## src/rtl/pac_pkg.sv

```systemverilog
// Shared Pac-Man control definitions: direction codes, direction-FSM states,
// and key-index decoding used by the direction and menu logic.
package pac_pkg;

  localparam int unsigned DIR_W = 2;
  localparam int unsigned KEY_W = 4;

  typedef logic [DIR_W-1:0] dir_t;

  localparam dir_t DIR_R = 2'd0;
  localparam dir_t DIR_D = 2'd1;
  localparam dir_t DIR_L = 2'd2;
  localparam dir_t DIR_U = 2'd3;

  typedef enum logic [1:0] {
    ST_IDLE   = 2'd0,
    ST_Q_PEND = 2'd1,
    ST_Q_CUR  = 2'd2,
    ST_STEP   = 2'd3
  } dir_state_e;

  // Key bit index to direction code: [0]=right [1]=down [2]=left [3]=up
  function automatic dir_t key_idx_to_dir(input logic [1:0] idx);
    dir_t d;
    case (idx)
      2'd0:    d = DIR_R;
      2'd1:    d = DIR_D;
      2'd2:    d = DIR_L;
      default: d = DIR_U;
    endcase
    return d;
  endfunction

endpackage

```

## src/rtl/pac_key_prio.sv

```systemverilog
// Lowest-index-wins priority encoder turning key pulses into a direction.
// Purely combinational; also reused by the menu logic.
module pac_key_prio
  import pac_pkg::*;
(
  input  logic [KEY_W-1:0] key_i,
  output logic             hit_c_o,
  output logic [DIR_W-1:0] dir_c_o
);

  logic [1:0] idx;

  always_comb begin
    idx = 2'd0;
    if (key_i[0])      idx = 2'd0;
    else if (key_i[1]) idx = 2'd1;
    else if (key_i[2]) idx = 2'd2;
    else if (key_i[3]) idx = 2'd3;
    hit_c_o = |key_i;
    dir_c_o = key_idx_to_dir(idx);
  end

endmodule

```

## src/rtl/pac_dir_ctrl.sv

```systemverilog
// Pac-Man direction controller: buffers the latest turn request, checks it
// against the maze wall map on each movement tick and emits step pulses.
module pac_dir_ctrl
  import pac_pkg::*;
#(
  parameter int unsigned PEND_TTL    = 8,
  parameter int unsigned ACK_TIMEOUT = 16,
  parameter int unsigned TTL_W       = 4,
  parameter int unsigned TO_W        = 5
) (
  input  logic             clk,
  input  logic             reset,
  input  logic [KEY_W-1:0] key_pulse,
  input  logic             move_tick,
  output logic             query_req,
  output logic [DIR_W-1:0] query_dir,
  input  logic             query_ack,
  input  logic             query_blocked,
  output logic [DIR_W-1:0] cur_dir,
  output logic             moving,
  output logic             step_pulse,
  output logic             pend_valid,
  output logic [DIR_W-1:0] pend_dir,
  output logic             tick_overrun
);

  dir_state_e       state_q, state_d;
  logic [DIR_W-1:0] cur_dir_q, cur_dir_d;
  logic             moving_q, moving_d;
  logic             step_q, step_d;
  logic             qreq_q, qreq_d;
  logic [DIR_W-1:0] qdir_q, qdir_d;
  logic             pend_valid_q, pend_valid_d;
  logic [DIR_W-1:0] pend_dir_q, pend_dir_d;
  logic             pend_new_q, pend_new_d;
  logic [DIR_W-1:0] snap_dir_q, snap_dir_d;
  logic [TTL_W-1:0] age_q, age_d;
  logic [TO_W-1:0]  to_q, to_d;
  logic             overrun_q, overrun_d;

  logic             key_hit;
  logic [DIR_W-1:0] key_dir;
  logic             in_query;
  logic             ack_taken;
  logic             timeout;

  pac_key_prio u_key_prio (
    .key_i   (key_pulse),
    .hit_c_o (key_hit),
    .dir_c_o (key_dir)
  );

  always_ff @(posedge clk or posedge reset) begin
    if (reset) begin
      state_q      <= ST_IDLE;
      cur_dir_q    <= DIR_R;
      moving_q     <= 1'b0;
      step_q       <= 1'b0;
      qreq_q       <= 1'b0;
      qdir_q       <= DIR_R;
      pend_valid_q <= 1'b0;
      pend_dir_q   <= DIR_R;
      pend_new_q   <= 1'b0;
      snap_dir_q   <= DIR_R;
      age_q        <= '0;
      to_q         <= '0;
      overrun_q    <= 1'b0;
    end else begin
      state_q      <= state_d;
      cur_dir_q    <= cur_dir_d;
      moving_q     <= moving_d;
      step_q       <= step_d;
      qreq_q       <= qreq_d;
      qdir_q       <= qdir_d;
      pend_valid_q <= pend_valid_d;
      pend_dir_q   <= pend_dir_d;
      pend_new_q   <= pend_new_d;
      snap_dir_q   <= snap_dir_d;
      age_q        <= age_d;
      to_q         <= to_d;
      overrun_q    <= overrun_d;
    end
  end

  // Acks only count while a query is actually on the bus
  assign in_query  = (state_q == ST_Q_PEND) || (state_q == ST_Q_CUR);
  assign ack_taken = in_query && qreq_q && query_ack;
  assign timeout   = in_query && qreq_q && !query_ack &&
                     (to_q == TO_W'(ACK_TIMEOUT - 1));

  always_comb begin
    state_d      = state_q;
    cur_dir_d    = cur_dir_q;
    moving_d     = moving_q;
    qdir_d       = qdir_q;
    pend_valid_d = pend_valid_q;
    pend_dir_d   = pend_dir_q;
    pend_new_d   = pend_new_q;
    snap_dir_d   = snap_dir_q;
    age_d        = age_q;
    overrun_d    = overrun_q;

    case (state_q)
      ST_IDLE: begin
        if (move_tick) begin
          if (pend_valid_q) begin
            snap_dir_d = pend_dir_q;
            pend_new_d = 1'b0;
            state_d    = ST_Q_PEND;
          end else if (moving_q) begin
            state_d = ST_Q_CUR;
          end
        end
      end
      ST_Q_PEND: begin
        if (ack_taken && !query_blocked) begin
          cur_dir_d = snap_dir_q;
          moving_d  = 1'b1;
          if (!pend_new_q) pend_valid_d = 1'b0;
          state_d = ST_STEP;
        end else if (ack_taken || timeout) begin
          state_d = moving_q ? ST_Q_CUR : ST_IDLE;
        end
      end
      ST_Q_CUR: begin
        if (ack_taken && !query_blocked) begin
          state_d = ST_STEP;
        end else if (ack_taken || timeout) begin
          moving_d = 1'b0;
          state_d  = ST_IDLE;
        end
      end
      default: state_d = ST_IDLE;
    endcase

    if (move_tick && (state_q != ST_IDLE)) overrun_d = 1'b1;

    if (move_tick && pend_valid_q && !key_hit) begin
      age_d = age_q + TTL_W'(1);
      if (age_d == TTL_W'(PEND_TTL)) pend_valid_d = 1'b0;
    end

    // A fresh key always wins over expiry and over the ack-time clear
    if (key_hit) begin
      pend_dir_d   = key_dir;
      pend_valid_d = 1'b1;
      pend_new_d   = 1'b1;
      age_d        = '0;
    end

    if (state_d == ST_Q_PEND)     qdir_d = snap_dir_d;
    else if (state_d == ST_Q_CUR) qdir_d = cur_dir_d;
  end

  // Request drops for a cycle after every ack or timeout, so each query is a fresh rising edge
  always_comb begin
    qreq_d = ((state_d == ST_Q_PEND) || (state_d == ST_Q_CUR)) && !ack_taken && !timeout;
    step_d = (state_d == ST_STEP);
    if (state_d != state_q) to_d = '0;
    else if (qreq_q)        to_d = to_q + TO_W'(1);
    else                    to_d = to_q;
  end

  assign query_req    = qreq_q;
  assign query_dir    = qdir_q;
  assign cur_dir      = cur_dir_q;
  assign moving       = moving_q;
  assign step_pulse   = step_q;
  assign pend_valid   = pend_valid_q;
  assign pend_dir     = pend_dir_q;
  assign tick_overrun = overrun_q;

endmodule

```

## config.mk

```make
export PLATFORM = sky130hd
export DESIGN_NAME = pac_dir_ctrl
export DESIGN_NICKNAME = d
export VERILOG_FILES = /design/src/rtl/pac_pkg.sv /design/src/rtl/pac_key_prio.sv /design/src/rtl/pac_dir_ctrl.sv
export SDC_FILE = /design/constraint.sdc
export NUM_CORES = 1
export LEC_CHECK = 0
export ABC_CLOCK_PERIOD_IN_PS = 3040
export BUFFER_PORTS_ARGS = -buffer_cell sky130_fd_sc_hd__clkbuf_2
export CORE_UTILIZATION = 28
export DETAILED_ROUTE_END_ITERATION = 12
export GPL_ROUTABILITY_DRIVEN = 0
export PLACE_DENSITY = 0.44
export SKIP_CTS_REPAIR_TIMING = 1
export SLEW_MARGIN = 20
export SYNTH_ARGS = -nofsm -noshare
export SYNTH_HDL_FRONTEND = slang
export SYNTH_SLANG_ARGS = --single-unit
```

## constraint.sdc

```tcl
create_clock -name clk -period 3.04 [get_ports clk]
set_input_delay 0.608 -clock clk [delete_from_list [all_inputs] [get_ports clk]]
set_output_delay 0.608 -clock clk [all_outputs]
set_load 0.1 [all_outputs]
```

==> summary.md, run 1 <==
| Metric | Value |
|---|---|
| Register area | `626 µm²` |
| DRC viols | `0` |
| Pwr Density | `1010 nW/µm²` |
| Clock root cell | `clkbuf_8` |
| Routed Antenna Nets | `0` |
| Num rows | `25` |
| Num CTS Buffers | `3` |
| Delay of the slowest critical-path stage | `0.41 ns` |
| Share of layout cells above drive strength 1 | `0.195` |
| Final Setup Violations | `0` |
| Number of global-route vias before repair | `1,054` |
| Total power | `1.60 mW` |
| Longest Clk Path Bufs | `2` |
| Detailed Place HPWL | `2.19 mm` |
| Rel. slew slack | `0.396` |
| Switching power | `798 µW` |
| Max FO, Critical Path | `7` |
| Io pins | `20` |
| Final WL | `2.92 mm` |
| Max VDD drop | `0.000595 V` |
| Multi-input logic area | `699 µm²` |
| Final TNS setup | `0 ns` |
| Synth top cells by count | `dfrtp_1 (25), nand2_1 (11), nor2_1 (11)` |
| Mapped Nets | `155` |
| Leak | `0.743 nW` |
| Worst slew pin tran | `0.901 ns` |
| Syn Inst Count | `137` |
| Top cell type's share of synthesized area | `0.450` |
| Final Cycle Share | `0.873` |
| Netlist Area Pre-Place | `1390 µm²` |
| CP startpoint kind | `flip-flop` |
| Routed len/inst | `13.2 µm` |
| Yosys top cell by area | `dfrtp_1` |
| Synth Area per Inst | `10.1 µm²` |
| Grt ovf | `0` |
| Total Routing Usage GR | `0.125` |
| CP Cell Sequence | `ha_1, and3_1, ha_1, o211ai_2, a21oi_1, o22ai_1, nor2b_1, ha_1, inv_1, o21ba_2, a22o_1` |
| Comb pwr share | `0.564` |
| Max Cap Viol | `0` |
| CTS tree | `yes` |
| Pre-antenna DRT Iters | `4` |
| Core Footprint | `4750 µm²` |
| Reg power frac | `0.310` |
| Async S/R FF share, synth | `1.00` |
| Most frequent CP cell | `ha_1` |
| Crit end category | `flip-flop` |
| Post-synth EDFFs | `0` |
| Seq cells post-synth | `25` |
| Vias per inst | `4.82` |
| Hold Path Class | `input port to async pin` |
| Initial Util | `0.292` |
| Max H-tree Level | `1` |
| First-pass GRT wire length | `5.11 mm` |
| Clock transition at the registers of the reported paths | `0.09 ns` |
| CTS Sinks | `25` |
| Cell with the most instances after synthesis | `dfrtp_1` |
| Final Max Slew Viols | `0` |
| Nets@finish | `173` |
| Status | `completed` |
| Fill cells | `530` |
| Worst Path Arrival | `2.82 ns` |
| CP required | `3.21 ns` |
| RSZ-0062 raised after global routing | `no` |
| Clk_lat worst skew | `0.27 ns` |
| Worst path slowest cell | `dfrtp_1` |
| Synth Flop Type | `dfrtp_1` |
| Initial antenna violation count | `0` |
| Synth Warn # | `0` |
| Synth-to-layout area growth | `13.3%` |
| Diodes inserted | `0` |
| Die area | `5250 µm²` |
| Die W | `72.5 µm` |
| Port bufs | `19` |
| Period minus WS final | `2.65 ns` |
| Vias | `1,066` |
| Largest net degree at the start of global routing | `26` |
| Clock power share | `0.126` |
| Post-synth cell types | `39` |
| Sequential area share after synthesis | `0.450` |
| Synth top area cells | `dfrtp_1 (45%), ha_1 (8.1%), and3_1 (3.6%)` |
| Cell-internal power | `797 µW` |
| Critical path type | `flip-flop to flip-flop` |
| Sw frac | `0.500` |
| Die Y | `72.5 µm` |
| Clock skew | `0.00354 ns` |
| Finished Core Util | `0.331` |
| Fin. Hold Viols | `0` |
| Detailed Route Iter0 Violations | `39` |
| F_max | `377 MHz` |
registers in the layout, summed over array words and instances (netlist names), 2 cells and up:
name,flops
to_q,5
age_q,4
cur_dir,2
state_q,2
snap_dir_q,2
pend_dir,2
query_dir,2
power groups by stage:
stage / Combinational [mW] / Sequential (mW) / Clock (mW)
2_1_floorplan: 0.484 / 0.756 / 0
3_3_place_gp: 0.890 / 0.497 / 0
3_5_place_dp: 0.902 / 0.502 / 0
4_1_cts: 0.904 / 0.495 / 0.208
5_1_grt: 0.977 / 0.507 / 0.225
6_report: 0.899 / 0.495 / 0.201
routing by layer:
layer	up-vias	global-route usage	routed length [µm]
met2	26	0.199	1360
met1	512	0.167	1380
met5	-	0	0
met3	8	0.0278	112
li1	520	-	-
met4	0	0.0458	70
layout make-up:
class / count / share of cell area
flip-flops and latches: 25 / 0.397
multi-input cells: 99 / 0.444
repair buffers: 19 / 0.0604
well taps: 67 / 0.0532
clock buffers: 4 / 0.0286
inverters: 7 / 0.0167
cells in the final DEF (no fill, tap or decap), types with 2 or more instances in the layout:
master,instances
dfrtp_1,25
and3_1,8
and2_1,2
o21bai_1,2
clkbuf_2,19
xnor2_1,5
o21ba_2,2
nor2b_1,2
ha_1,9
nor2_1,11
mux2_2,3
nand3_1,2
xor2_1,4
nor3_1,2
o21ai_0,5
inv_1,6
a21oi_1,8
a21o_1,4
nand2_1,11
nand4_1,2
clkbuf_8,3
cell families (layout without fill, tap and decap cells):
logic type,count (synthesis),count (layout),share of synthesized area
flops,25,25,0.450
xor+xnor,9,9,0.0567
simple gates,45,45,0.166
mux,3,3,0.0243
buf+inv,13,30,0.0468
compound gates,33,33,0.176
fa+ha+maj,9,9,0.0810
worst paths after layout:
check	startpoint	endpoint	slack, ns	depth (start not counted)
setup / recovery	to_q[0]	query_dir[0]	0.39	11
hold / removal	reset	cur_dir[0]	0.39	2
setup reg to reg	to_q[0]	query_dir[0]	0.39	11
hold reg to reg	tick_overrun	tick_overrun	0.46	1
max in group asynchronous	reset	pend_new_q	2.24	2
min in group clk	tick_overrun	tick_overrun	0.46	1
stage by stage:
stage	hold slack, ns	std cells	worst slack [ns]	instance area [µm²]
final	0.386	221	0.387	1580
after global routing	0.451	221	0.174	1580
after CTS	0.469	221	0.360	1580
after detailed placement	0.448	217	0.385	1530
after global placement	0.448	217	0.464	1530
after floorplan	0.450	137	0.456	1390
critical path, delay by kind of cell, from the launching register on:
| kind | cells | cell delay (ns) |
|---|---|---|
| AOI/OAI and AO/OA | 5 | 1.00 |
| adders and majority gates | 3 | 0.62 |
| and+or+nand+nor | 2 | 0.43 |
| DFF | 1 | 0.41 |
| buffers and inverters | 1 | 0.06 |
Note: power is estimated with default switching activity, not from simulation.
==> run 2: changes to the inputs <==
--- a/config.mk
+++ b/config.mk
@@ -7,7 +7,9 @@
 export LEC_CHECK = 0
 export ABC_CLOCK_PERIOD_IN_PS = 3040
 export BUFFER_PORTS_ARGS = -buffer_cell sky130_fd_sc_hd__clkbuf_2
+export CORE_ASPECT_RATIO = 0.5
 export CORE_UTILIZATION = 28
+export CTS_CLUSTER_DIAMETER = 150
 export DETAILED_ROUTE_END_ITERATION = 12
 export GPL_ROUTABILITY_DRIVEN = 0
 export PLACE_DENSITY = 0.44
==> run 2 against run 1 <==
Net effect:
- clock-buffer cell count down 1
- clock power grew 6%
- worst setup slack improved by 0.0093 ns
- register-to-register slack about the same
- final cell count shrank 0.45%
- wire length fell by 0.69%
- non-clock buffer count unchanged
- largest power group unchanged
==> summary.md, run 2 (same netlist as run 1, synthesis figures left out) <==
| Metric | Value |
|---|---|
| Max Cap Viol | `0` |
| Clock root cell | `clkbuf_8` |
| Pwr Density | `1020 nW/µm²` |
| Worst R2R Path Depth | `11` |
| Clk_lat worst skew | `0.28 ns` |
| Crit end category | `flip-flop` |
| Final Setup Violations | `0` |
| CP required | `3.22 ns` |
| Status | `completed` |
| Clock transition at the registers of the reported paths | `0.10 ns` |
| Port bufs | `19` |
| Met1 Use GR | `0.176` |
| Switching power | `807 µW` |
| Rel. slew slack | `0.382` |
| Register with the most flip-flops | `to_q` |
| Die W | `102 µm` |
| F_max | `378 MHz` |
| Finished Core Util | `0.345` |
| Sw frac | `0.502` |
| Max VDD drop | `0.000328 V` |
| Detailed Route Iter0 Violations | `30` |
| Final Max Slew Viols | `0` |
| Top Registers | `to_q: 5 flops, age_q: 4 flops` |
| Total power | `1.61 mW` |
| Vias per inst | `4.62` |
| Most common cell after layout, fill and taps aside | `dfrtp_1` |
| Critical path type | `flip-flop to flip-flop` |
| Clock power share | `0.133` |
| Hold Path Class | `input port to async pin` |
| First-pass GRT wire length | `5.03 mm` |
| Period minus WS final | `2.64 ns` |
| Final WL | `2.90 mm` |
| Grt ovf | `0` |
| Worst slack, placed | `0.438 ns` |
| Die Y | `51.8 µm` |
| Final Cycle Share | `0.870` |
| Core Footprint | `4570 µm²` |
| Clock skew | `0.0117 ns` |
| Num rows | `17` |
| Hold Slack | `0.388 ns` |
| Max H-tree Level | `1` |
| CP startpoint kind | `flip-flop` |
| Worst slew pin tran | `0.922 ns` |
| Io pins | `20` |
| Most Crowded Layer GR | `met2` |
| Largest register FFs | `5` |
| CTS tree | `yes` |
| DRC viols | `0` |
| Pre-antenna DRT Iters | `4` |
| Diodes inserted | `0` |
| Initial antenna violation count | `0` |
| Number of global-route vias before repair | `1,035` |
| Total Routing Usage GR | `0.126` |
| CTS Sinks | `25` |
| Largest net degree at the start of global routing | `26` |
| Vias | `1,016` |
| FF-to-FF setup slack | `0.40 ns` |
| Routed Antenna Nets | `0` |
| Fin. Hold Viols | `0` |
| Share of layout cells above drive strength 1 | `0.201` |
| Final TNS setup | `0 ns` |
| Routed len/inst | `13.2 µm` |
| Cell-internal power | `801 µW` |
| Detailed Place HPWL | `2.15 mm` |
| Num CTS Buffers | `3` |
| RR Endpoint | `query_dir[0]` |
| Max FO, Critical Path | `7` |
| Met3 Use GR | `0.0336` |
| Comb pwr share | `0.558` |
| Commonest cells after routing, fill and taps aside | `dfrtp_1 (25), clkbuf_2 (19), nand2_1 (11), nor2_1 (11), ha_1 (9)` |
| RSZ-0062 raised after global routing | `no` |
| Worst Path Arrival | `2.82 ns` |
| Setup crit start | `to_q[0]` |
| Nets@finish | `173` |
| Reg power frac | `0.310` |
| Crit path capture | `query_dir[0]` |
| Fill cells | `477` |
| Setup ws final | `0.397 ns` |
| Initial Util | `0.304` |
| Die area | `5270 µm²` |
| RR Startpoint | `to_q[0]` |
| Longest Clk Path Bufs | `2` |
| GRT met2 Usage | `0.190` |
| Synth-to-layout area growth | `13.6%` |
| Leak | `0.746 nW` |
-- run 2: changes by cell type in the layout (fill, tap and decap cells not counted), sizes merged --
cell,previous run,this run
inv,6,7
clkbuf,23,22
-- run 2: cell type report --
| cell class | count | area (µm²) | share of cell area |
|---|---|---|---|
| Inverter | 7 | 26.3 | 0.0166 |
| Clock inverter | 1 | 8.76 | 0.00555 |
| Multi-Input combinational cell | 99 | 699 | 0.443 |
| Sequential cell | 25 | 626 | 0.396 |
| Tap cell | 66 | 82.6 | 0.0523 |
| Timing Repair Buffer | 19 | 95.1 | 0.0602 |
| Clock buffer | 3 | 41.3 | 0.0261 |
-- run 2: worst min-delay path by stage --
stage	end	slack (ns)	cells after the start
final	state_q[1]	0.39	2
after global routing	query_dir[1]	0.44	2
after CTS	tick_overrun	0.47	1
after detailed placement	tick_overrun	0.45	1
after global placement	tick_overrun	0.44	1
after floorplan	pend_new_q	0.45	1
-- run 2: through the flow --
step / instance area (µm²) / std cells
2_1_floorplan: 1390 / 137
3_3_place_gp: 1530 / 216
3_5_place_dp: 1530 / 216
4_1_cts: 1580 / 220
5_1_grt: 1580 / 220
6_report: 1580 / 220
-- run 2: metal layers --
metal / part of all wire / wire length, µm
met5: 0 / 0
met1: 0.55 / 1590
met4: 0.010 / 30
met3: 0.029 / 85
met2: 0.41 / 1190
-- run 2: power groups by stage --
stage	combinational (mW)	sequential, mW	clock, mW
after CTS	0.903	0.497	0.225
final	0.897	0.498	0.214
after floorplan	0.484	0.756	0
after global placement	0.906	0.505	0
after detailed placement	0.897	0.505	0
after global routing	0.977	0.513	0.239
-- run 2: critical path, stage by stage (launching register included) --
cell	delay (ns)
dfrtp_1	0.41
ha_1	0.21
and3_1	0.18
ha_1	0.19
o211ai_2	0.36
a21oi_1	0.12
o22ai_1	0.15
nor2b_1	0.23
ha_1	0.24
inv_1	0.07
o21ba_2	0.21
a22o_1	0.19
